**config.mk**
```make
export PLATFORM = sky130hd
export DESIGN_NAME = hazard_controller_flat
export DESIGN_NICKNAME = d
export VERILOG_FILES = /design/src/rtl/hazard_if.sv /design/src/rtl/hazard_controller.sv /design/src/flat_wrapper.sv
export SDC_FILE = /design/constraint.sdc
export NUM_CORES = 1
export LEC_CHECK = 0
export CAP_MARGIN = 25
export CORE_AREA = 3 3 72 124
export DETAILED_ROUTE_END_ITERATION = 8
export DIE_AREA = 0 0 75 127
export PLACE_DENSITY = 0.79
export SYNTH_ARGS = -nofsm -noshare
export SYNTH_HDL_FRONTEND = slang
export SYNTH_SLANG_ARGS = --single-unit
```
**constraint.sdc**
```tcl
create_clock -name clk -period 2.9 [get_ports clk]
set_input_delay 0.58 -clock clk [delete_from_list [all_inputs] [get_ports clk]]
set_output_delay 0.58 -clock clk [all_outputs]
set_load 0.05 [all_outputs]
```
**src/rtl/hazard_if.sv**
```systemverilog
// Hazard-control bundle between the 5-stage pipeline datapath (master) and the
// hazard controller (slave): decoded ID/EX fields in, stall/flush/forward controls out.
interface hazard_if #(
   parameter int CNT_W = 32
);
   logic             id_valid;
   logic [4:0]       id_rs1;
   logic [4:0]       id_rs2;
   logic             ex_valid;
   logic [4:0]       ex_dst;
   logic             ex_wr;
   logic             ex_is_load;
   logic             ex_taken;
   logic             mem_busy;
   logic             stall_if;
   logic             stall_id;
   logic             bubble_ex;
   logic             freeze;
   logic             flush_if;
   logic             flush_id;
   logic [1:0]       fwd_rs1;
   logic [1:0]       fwd_rs2;
   logic [CNT_W-1:0] cnt_stall;
   logic [CNT_W-1:0] cnt_flush;

   modport master (
      output id_valid, id_rs1, id_rs2, ex_valid, ex_dst, ex_wr, ex_is_load,
             ex_taken, mem_busy,
      input  stall_if, stall_id, bubble_ex, freeze, flush_if, flush_id,
             fwd_rs1, fwd_rs2, cnt_stall, cnt_flush
   );

   modport slave (
      input  id_valid, id_rs1, id_rs2, ex_valid, ex_dst, ex_wr, ex_is_load,
             ex_taken, mem_busy,
      output stall_if, stall_id, bubble_ex, freeze, flush_if, flush_id,
             fwd_rs1, fwd_rs2, cnt_stall, cnt_flush
   );
endinterface

```
**src/rtl/hazard_controller.sv**
```systemverilog
// Stall/bubble/flush/forwarding sequencer for the 5-stage core, with MEM/WB
// destination shadows and wrap-around stall/flush event counters.
module hazard_controller #(
   parameter int CNT_W = 32
) (
   input  logic    clk,
   input  logic    rstd,
   hazard_if.slave hz
);
   typedef enum logic [1:0] {RUN, LDSTALL, MEMWAIT} state_t;

   state_t           state, state_nxt;
   logic             load_use, take;
   logic             stall_c, bubble_c, freeze_c, flush_c;
   logic [4:0]       mem_dst_p1, wb_dst_p2;
   logic             mem_wr_p1, mem_ld_p1, wb_wr_p2, wb_ld_p2;
   logic [1:0]       fwd_rs1_p1, fwd_rs2_p1;
   logic [CNT_W-1:0] cnt_stall_q, cnt_flush_q;
   logic             unused_wb;

   function automatic logic [1:0] fwd_sel(input logic [4:0] rs, input logic ex_hit,
                                          input logic [4:0] ex_dst, input logic mem_hit,
                                          input logic [4:0] mem_dst);
      logic [1:0] sel;
      sel = 2'b00;
      if (rs != 5'd0) begin
         if (ex_hit && ex_dst == rs)        sel = 2'b01;
         else if (mem_hit && mem_dst == rs) sel = 2'b10;
      end
      return sel;
   endfunction

   assign load_use = hz.ex_valid & hz.ex_wr & hz.ex_is_load & (hz.ex_dst != 5'd0) &
                     hz.id_valid & ((hz.ex_dst == hz.id_rs1) | (hz.ex_dst == hz.id_rs2));
   assign take     = hz.ex_valid & hz.ex_taken;

   // Control decode: memory wait beats a taken branch, which beats a load-use stall
   always_comb begin
      stall_c   = 1'b0;
      bubble_c  = 1'b0;
      freeze_c  = 1'b0;
      flush_c   = 1'b0;
      state_nxt = RUN;
      if (!rstd) begin
         flush_c = 1'b1;
      end else if (hz.mem_busy) begin
         freeze_c  = 1'b1;
         stall_c   = 1'b1;
         state_nxt = MEMWAIT;
      end else if (take) begin
         flush_c = 1'b1;
      end else if (load_use && state != LDSTALL) begin
         stall_c   = 1'b1;
         bubble_c  = 1'b1;
         state_nxt = LDSTALL;
      end
   end

   assign hz.stall_if  = stall_c;
   assign hz.stall_id  = stall_c;
   assign hz.bubble_ex = bubble_c;
   assign hz.freeze    = freeze_c;
   assign hz.flush_if  = flush_c;
   assign hz.flush_id  = flush_c;

   // EX -> MEM -> WB shadow stage and forwarding select register
   always_ff @(posedge clk) begin
      if (!rstd) begin
         state       <= RUN;
         mem_dst_p1  <= '0;
         mem_wr_p1   <= 1'b0;
         mem_ld_p1   <= 1'b0;
         wb_dst_p2   <= '0;
         wb_wr_p2    <= 1'b0;
         wb_ld_p2    <= 1'b0;
         fwd_rs1_p1  <= 2'b00;
         fwd_rs2_p1  <= 2'b00;
         cnt_stall_q <= '0;
         cnt_flush_q <= '0;
      end else begin
         state <= state_nxt;
         if (stall_c) cnt_stall_q <= cnt_stall_q + 1'b1;
         if (flush_c) cnt_flush_q <= cnt_flush_q + 1'b1;
         if (!freeze_c) begin
            mem_dst_p1 <= (hz.ex_valid && !flush_c) ? hz.ex_dst : 5'd0;
            mem_wr_p1  <= hz.ex_valid & ~flush_c & hz.ex_wr;
            mem_ld_p1  <= hz.ex_valid & ~flush_c & hz.ex_is_load;
            wb_dst_p2  <= mem_dst_p1;
            wb_wr_p2   <= mem_wr_p1;
            wb_ld_p2   <= mem_ld_p1;
            if (bubble_c || flush_c) begin
               fwd_rs1_p1 <= 2'b00;
               fwd_rs2_p1 <= 2'b00;
            end else begin
               fwd_rs1_p1 <= fwd_sel(hz.id_rs1, hz.ex_valid & hz.ex_wr, hz.ex_dst,
                                     mem_wr_p1, mem_dst_p1);
               fwd_rs2_p1 <= fwd_sel(hz.id_rs2, hz.ex_valid & hz.ex_wr, hz.ex_dst,
                                     mem_wr_p1, mem_dst_p1);
            end
         end
      end
   end

   // Regfile is write-through, so the WB shadow never feeds a forwarding path
   assign unused_wb = ^{wb_dst_p2, wb_wr_p2, wb_ld_p2};

   assign hz.fwd_rs1   = fwd_rs1_p1;
   assign hz.fwd_rs2   = fwd_rs2_p1;
   assign hz.cnt_stall = cnt_stall_q;
   assign hz.cnt_flush = cnt_flush_q;
endmodule

```
**src/flat_wrapper.sv**
```systemverilog
// flat-port wrapper written by rule: the top's interface ports become plain ports
module hazard_controller_flat 
#(
   parameter int CNT_W = 32
)
  (clk, rstd, hz_id_valid, hz_id_rs1, hz_id_rs2, hz_ex_valid, hz_ex_dst, hz_ex_wr, hz_ex_is_load, hz_ex_taken, hz_mem_busy, hz_stall_if, hz_stall_id, hz_bubble_ex, hz_freeze, hz_flush_if, hz_flush_id, hz_fwd_rs1, hz_fwd_rs2, hz_cnt_stall, hz_cnt_flush);
  hazard_if #(.CNT_W(CNT_W)) hz_i ();
  input  logic clk;
  input  logic rstd;
  input wire logic [$bits(hz_i.id_valid)-1:0] hz_id_valid;
  input wire logic [$bits(hz_i.id_rs1)-1:0] hz_id_rs1;
  input wire logic [$bits(hz_i.id_rs2)-1:0] hz_id_rs2;
  input wire logic [$bits(hz_i.ex_valid)-1:0] hz_ex_valid;
  input wire logic [$bits(hz_i.ex_dst)-1:0] hz_ex_dst;
  input wire logic [$bits(hz_i.ex_wr)-1:0] hz_ex_wr;
  input wire logic [$bits(hz_i.ex_is_load)-1:0] hz_ex_is_load;
  input wire logic [$bits(hz_i.ex_taken)-1:0] hz_ex_taken;
  input wire logic [$bits(hz_i.mem_busy)-1:0] hz_mem_busy;
  output wire logic [$bits(hz_i.stall_if)-1:0] hz_stall_if;
  output wire logic [$bits(hz_i.stall_id)-1:0] hz_stall_id;
  output wire logic [$bits(hz_i.bubble_ex)-1:0] hz_bubble_ex;
  output wire logic [$bits(hz_i.freeze)-1:0] hz_freeze;
  output wire logic [$bits(hz_i.flush_if)-1:0] hz_flush_if;
  output wire logic [$bits(hz_i.flush_id)-1:0] hz_flush_id;
  output wire logic [$bits(hz_i.fwd_rs1)-1:0] hz_fwd_rs1;
  output wire logic [$bits(hz_i.fwd_rs2)-1:0] hz_fwd_rs2;
  output wire logic [$bits(hz_i.cnt_stall)-1:0] hz_cnt_stall;
  output wire logic [$bits(hz_i.cnt_flush)-1:0] hz_cnt_flush;
  assign hz_i.id_valid = hz_id_valid;
  assign hz_i.id_rs1 = hz_id_rs1;
  assign hz_i.id_rs2 = hz_id_rs2;
  assign hz_i.ex_valid = hz_ex_valid;
  assign hz_i.ex_dst = hz_ex_dst;
  assign hz_i.ex_wr = hz_ex_wr;
  assign hz_i.ex_is_load = hz_ex_is_load;
  assign hz_i.ex_taken = hz_ex_taken;
  assign hz_i.mem_busy = hz_mem_busy;
  assign hz_stall_if = hz_i.stall_if;
  assign hz_stall_id = hz_i.stall_id;
  assign hz_bubble_ex = hz_i.bubble_ex;
  assign hz_freeze = hz_i.freeze;
  assign hz_flush_if = hz_i.flush_if;
  assign hz_flush_id = hz_i.flush_id;
  assign hz_fwd_rs1 = hz_i.fwd_rs1;
  assign hz_fwd_rs2 = hz_i.fwd_rs2;
  assign hz_cnt_stall = hz_i.cnt_stall;
  assign hz_cnt_flush = hz_i.cnt_flush;
  hazard_controller #(.CNT_W(CNT_W)) u_core (.clk(clk), .rstd(rstd), .hz(hz_i));
endmodule
```
==> summary.md <==
| Metric | Value |
|---|---|
| Fraction of layout cells with a size suffix above 1 | `8.247%` |
| Hpwl dp | `7810 um` |
| Post-DR wirelength/cell | `15.56 um` |
| Worst Setup End Kind | `output port` |
| First-pass GRT wire length | `17,320 um` |
| Crit-path leading delay family | `buffers and inverters` |
| Die area | `0.009525 mm2` |
| Number of global-route vias before repair | `3,717` |
| Top cells by count, synth | `76 x dfxtp_1, 70 x nand2_1, 39 x a21oi_1` |
| Cell taking the most area after synthesis | `dfxtp_1` |
| # port buffers | `96` |
| Bufs on Longest Clock Path | `2` |
| RSZ-0062 raised after global routing | `no` |
| Mapped Cells | `478` |
| First-pass iteration count of the detailed router | `4` |
| Setup TNS | `0 ps` |
| 1st-iter DRT viols | `201` |
| Power Internal | `1.846 mW` |
| Die Span Y | `127 um` |
| Remaining DRCs | `0` |
| Post-route antenna net violation count | `0` |
| Number of synthesis warnings | `0` |
| Final worst path period need | `2795 ps` |
| Row count | `43` |
| Ant diodes | `0` |
| Final cell count without fillers | `672` |
| Grt ovf | `0` |
| Largest net degree at the start of global routing | `39` |
| Worst path bufs/invs | `2` |
| Largest cells by area after synthesis | `dfxtp_1 39%, mux2i_1 7.4%, xor2_1 6.9%` |
| HP Class | `reg -> reg` |
| Yosys top cell area share | `38.57%` |
| # setup viols final | `0` |
| Die width | `75 um` |
| Antenna violations before repair | `0` |
| Max cap viols | `0` |
| Power Dens Cells | `437.3 mW/mm2` |
| Rel. slew slack | `41.48%` |
| Synthesized area | `0.003945 mm2` |
| Worst hold margin | `474.9 ps` |
| GPL Wtd Cong | `0.9324` |
| Final period utilization | `96.39%` |
| Clock power share | `47.3%` |
| Kind of critical path | `in -> out` |
| Final #Nets | `603` |
| Via Count | `3,774` |
| CP Launch Type | `input port` |
| Sequential power share | `44.7%` |
| Max IR drop VDD | `0.3696 mV` |
| Root buf cell | `clkbuf_16` |
| EDFF count, synth | `0` |
| Most frequent cell after synthesis | `dfxtp_1` |
| Core ar. | `0.008016 mm2` |
| Switching power share of the total | `21.90%` |
| Clk_skew | `2.614 ps` |
| Slowest library cell on the worst path | `clkdlybuf4s50_1` |
| Max incr delay on CP | `500 ps` |
| Worst path cell trace | `clkdlybuf4s50_1 -> and4b_1 -> o2111ai_1 -> a21oi_1 -> o21ai_2 -> nor2_2 -> buf_12` |
| Tightest Pin Transition | `873.9 ps` |
| Async SR Flop Fraction | `0%` |
| FF+latch count, synth | `76` |
| Mapped Avg Cell Area | `8.253 um2` |
| All-Layer GR Usage | `22.97%` |
| Cell variety after synth | `46` |
| Clock sinks | `76` |
| CTS tree | `done` |
| Clock slew at reported path FFs | `50 ps` |
| Max FO, Critical Path | `4` |
| Max-slew violations | `0` |
| P_sw | `0.5176 mW` |
| Leak | `1.889 nW` |
| DP Cell Count | `657` |
| Register area share after synthesis | `38.57%` |
| H-tree levels | `3` |
| Synth Flop Type | `dfxtp_1` |
| Via/cell ratio | `5.616` |
| Final Hold Vio Count | `0` |
| Top Ports | `97` |
| F_max | `0.3577 GHz` |
| Status | `complete, no violations` |
| Starting Density | `49.21%` |
| Later-pin clock latency in the skew report | `330 ps` |
| Area Overhead vs Synth | `37.01%` |
| Required @ worst endpoint | `2320 ps` |
| Comb pwr share | `8.0%` |
| Final wirelength | `10,450 um` |
| Syn nets | `503` |
| Final core utilization | `67.43%` |
| Worst Path Arrival | `2220 ps` |
| Cts bufs inserted | `9` |
## tightest hold or removal path, delay by kind of cell, from the launching register on
kind | cells | cell delay (ps)
flip-flops | 1 | 320
AND/OR/NAND/NOR | 1 | 60
AO/OA/AOI/OAI | 1 | 50
## cells in the final DEF (no fill, tap or decap), types with 6 or more instances in the layout
| master | n |
|---|---|
| a21oi_1 | 39 |
| and3_1 | 9 |
| buf_12 | 6 |
| buf_4 | 14 |
| clkbuf_16 | 9 |
| clkbuf_8 | 6 |
| clkdlybuf4s50_1 | 89 |
| dfxtp_1 | 76 |
| inv_1 | 6 |
| mux2i_1 | 29 |
| nand2_1 | 69 |
| nand2b_1 | 25 |
| nand3_1 | 30 |
| nand4_1 | 21 |
| nor2_1 | 31 |
| nor3_1 | 8 |
| o21ai_0 | 12 |
| xnor2_1 | 12 |
| xor2_1 | 31 |
## cells by family (layout without fill, tap and decap cells)
kind of cell    Yosys count  after routing  synth area share (%)
compound gates           69             69                 10.24
xor+xnor                 43             43                 9.546
fa+ha+maj                 2              2                0.6342
buf+inv                  28            132                 3.076
flops                    76             76                 38.57
mux                      29             29                 7.358
simple gates            231            231                 30.57
## stage by stage
| stage | setup WS (ps) | total power, mW | instance area, um2 |
|---|---|---|---|
| after CTS | 25.66 | 2.385 | 5391 |
| after detailed placement | 38.25 | 1.266 | 5084 |
| after global routing | 15.54 | 2.441 | 5405 |
| after global placement | 114.4 | 1.262 | 5084 |
| after floorplan | 25.46 | 1.179 | 3945 |
| final | 104.7 | 2.364 | 5405 |
## routing by layer
layer | track usage, % | vias up | part of all wire, %
li1 | - | 1866 | -
met1 | 25.12 | 1766 | 38
met2 | 39.41 | 112 | 54
met3 | 5.669 | 30 | 4.3
met4 | 12.05 | 0 | 3.7
met5 | 0 | - | 0
## sequential cells by signal (all words and copies together) (netlist names)
register	cells
u_core.hz.cnt_stall	32
u_core.state	2
u_core.hz.fwd_rs2	2
u_core.hz.cnt_flush	32
u_core.mem_dst_p1	5
u_core.hz.fwd_rs1	2
u_core.mem_wr_p1	1
## path summary, 6_finish.rpt
path,start,to,slack (ps),cells past startpoint
hold / removal,u_core.mem_wr_p1,u_core.mem_wr_p1,470,2
setup reg to reg,u_core.hz.cnt_flush[0],u_core.hz.cnt_flush[24],660,7
hold reg to reg,u_core.mem_wr_p1,u_core.mem_wr_p1,470,2
setup / recovery,hz_ex_taken,hz_bubble_ex,100,7
## power by group through the flow
stage	registers (mW)	clock network, mW	logic, mW
2_1_floorplan	1.09	0	0.0921
3_3_place_gp	1.08	0	0.182
3_5_place_dp	1.08	0	0.187
4_1_cts	1.06	1.14	0.188
5_1_grt	1.06	1.18	0.202
6_report	1.06	1.12	0.189
## layout make-up
type,instances,area [um2]
repair buffers,110,1121
flip-flops and latches,76,1521
clock buffers,15,307.8
multi-input cells,374,2316
inverters,7,26.28
fillers,652,2611
well taps,90,112.6
## timing repair
item / CTS / global route
gates resized for setup: 0 / 4
endpoints found under the setup margin: 0 / 3
hold buffers: 0 / 0
setup buffers: 0 / 0
(Power assumes the default switching activity.)
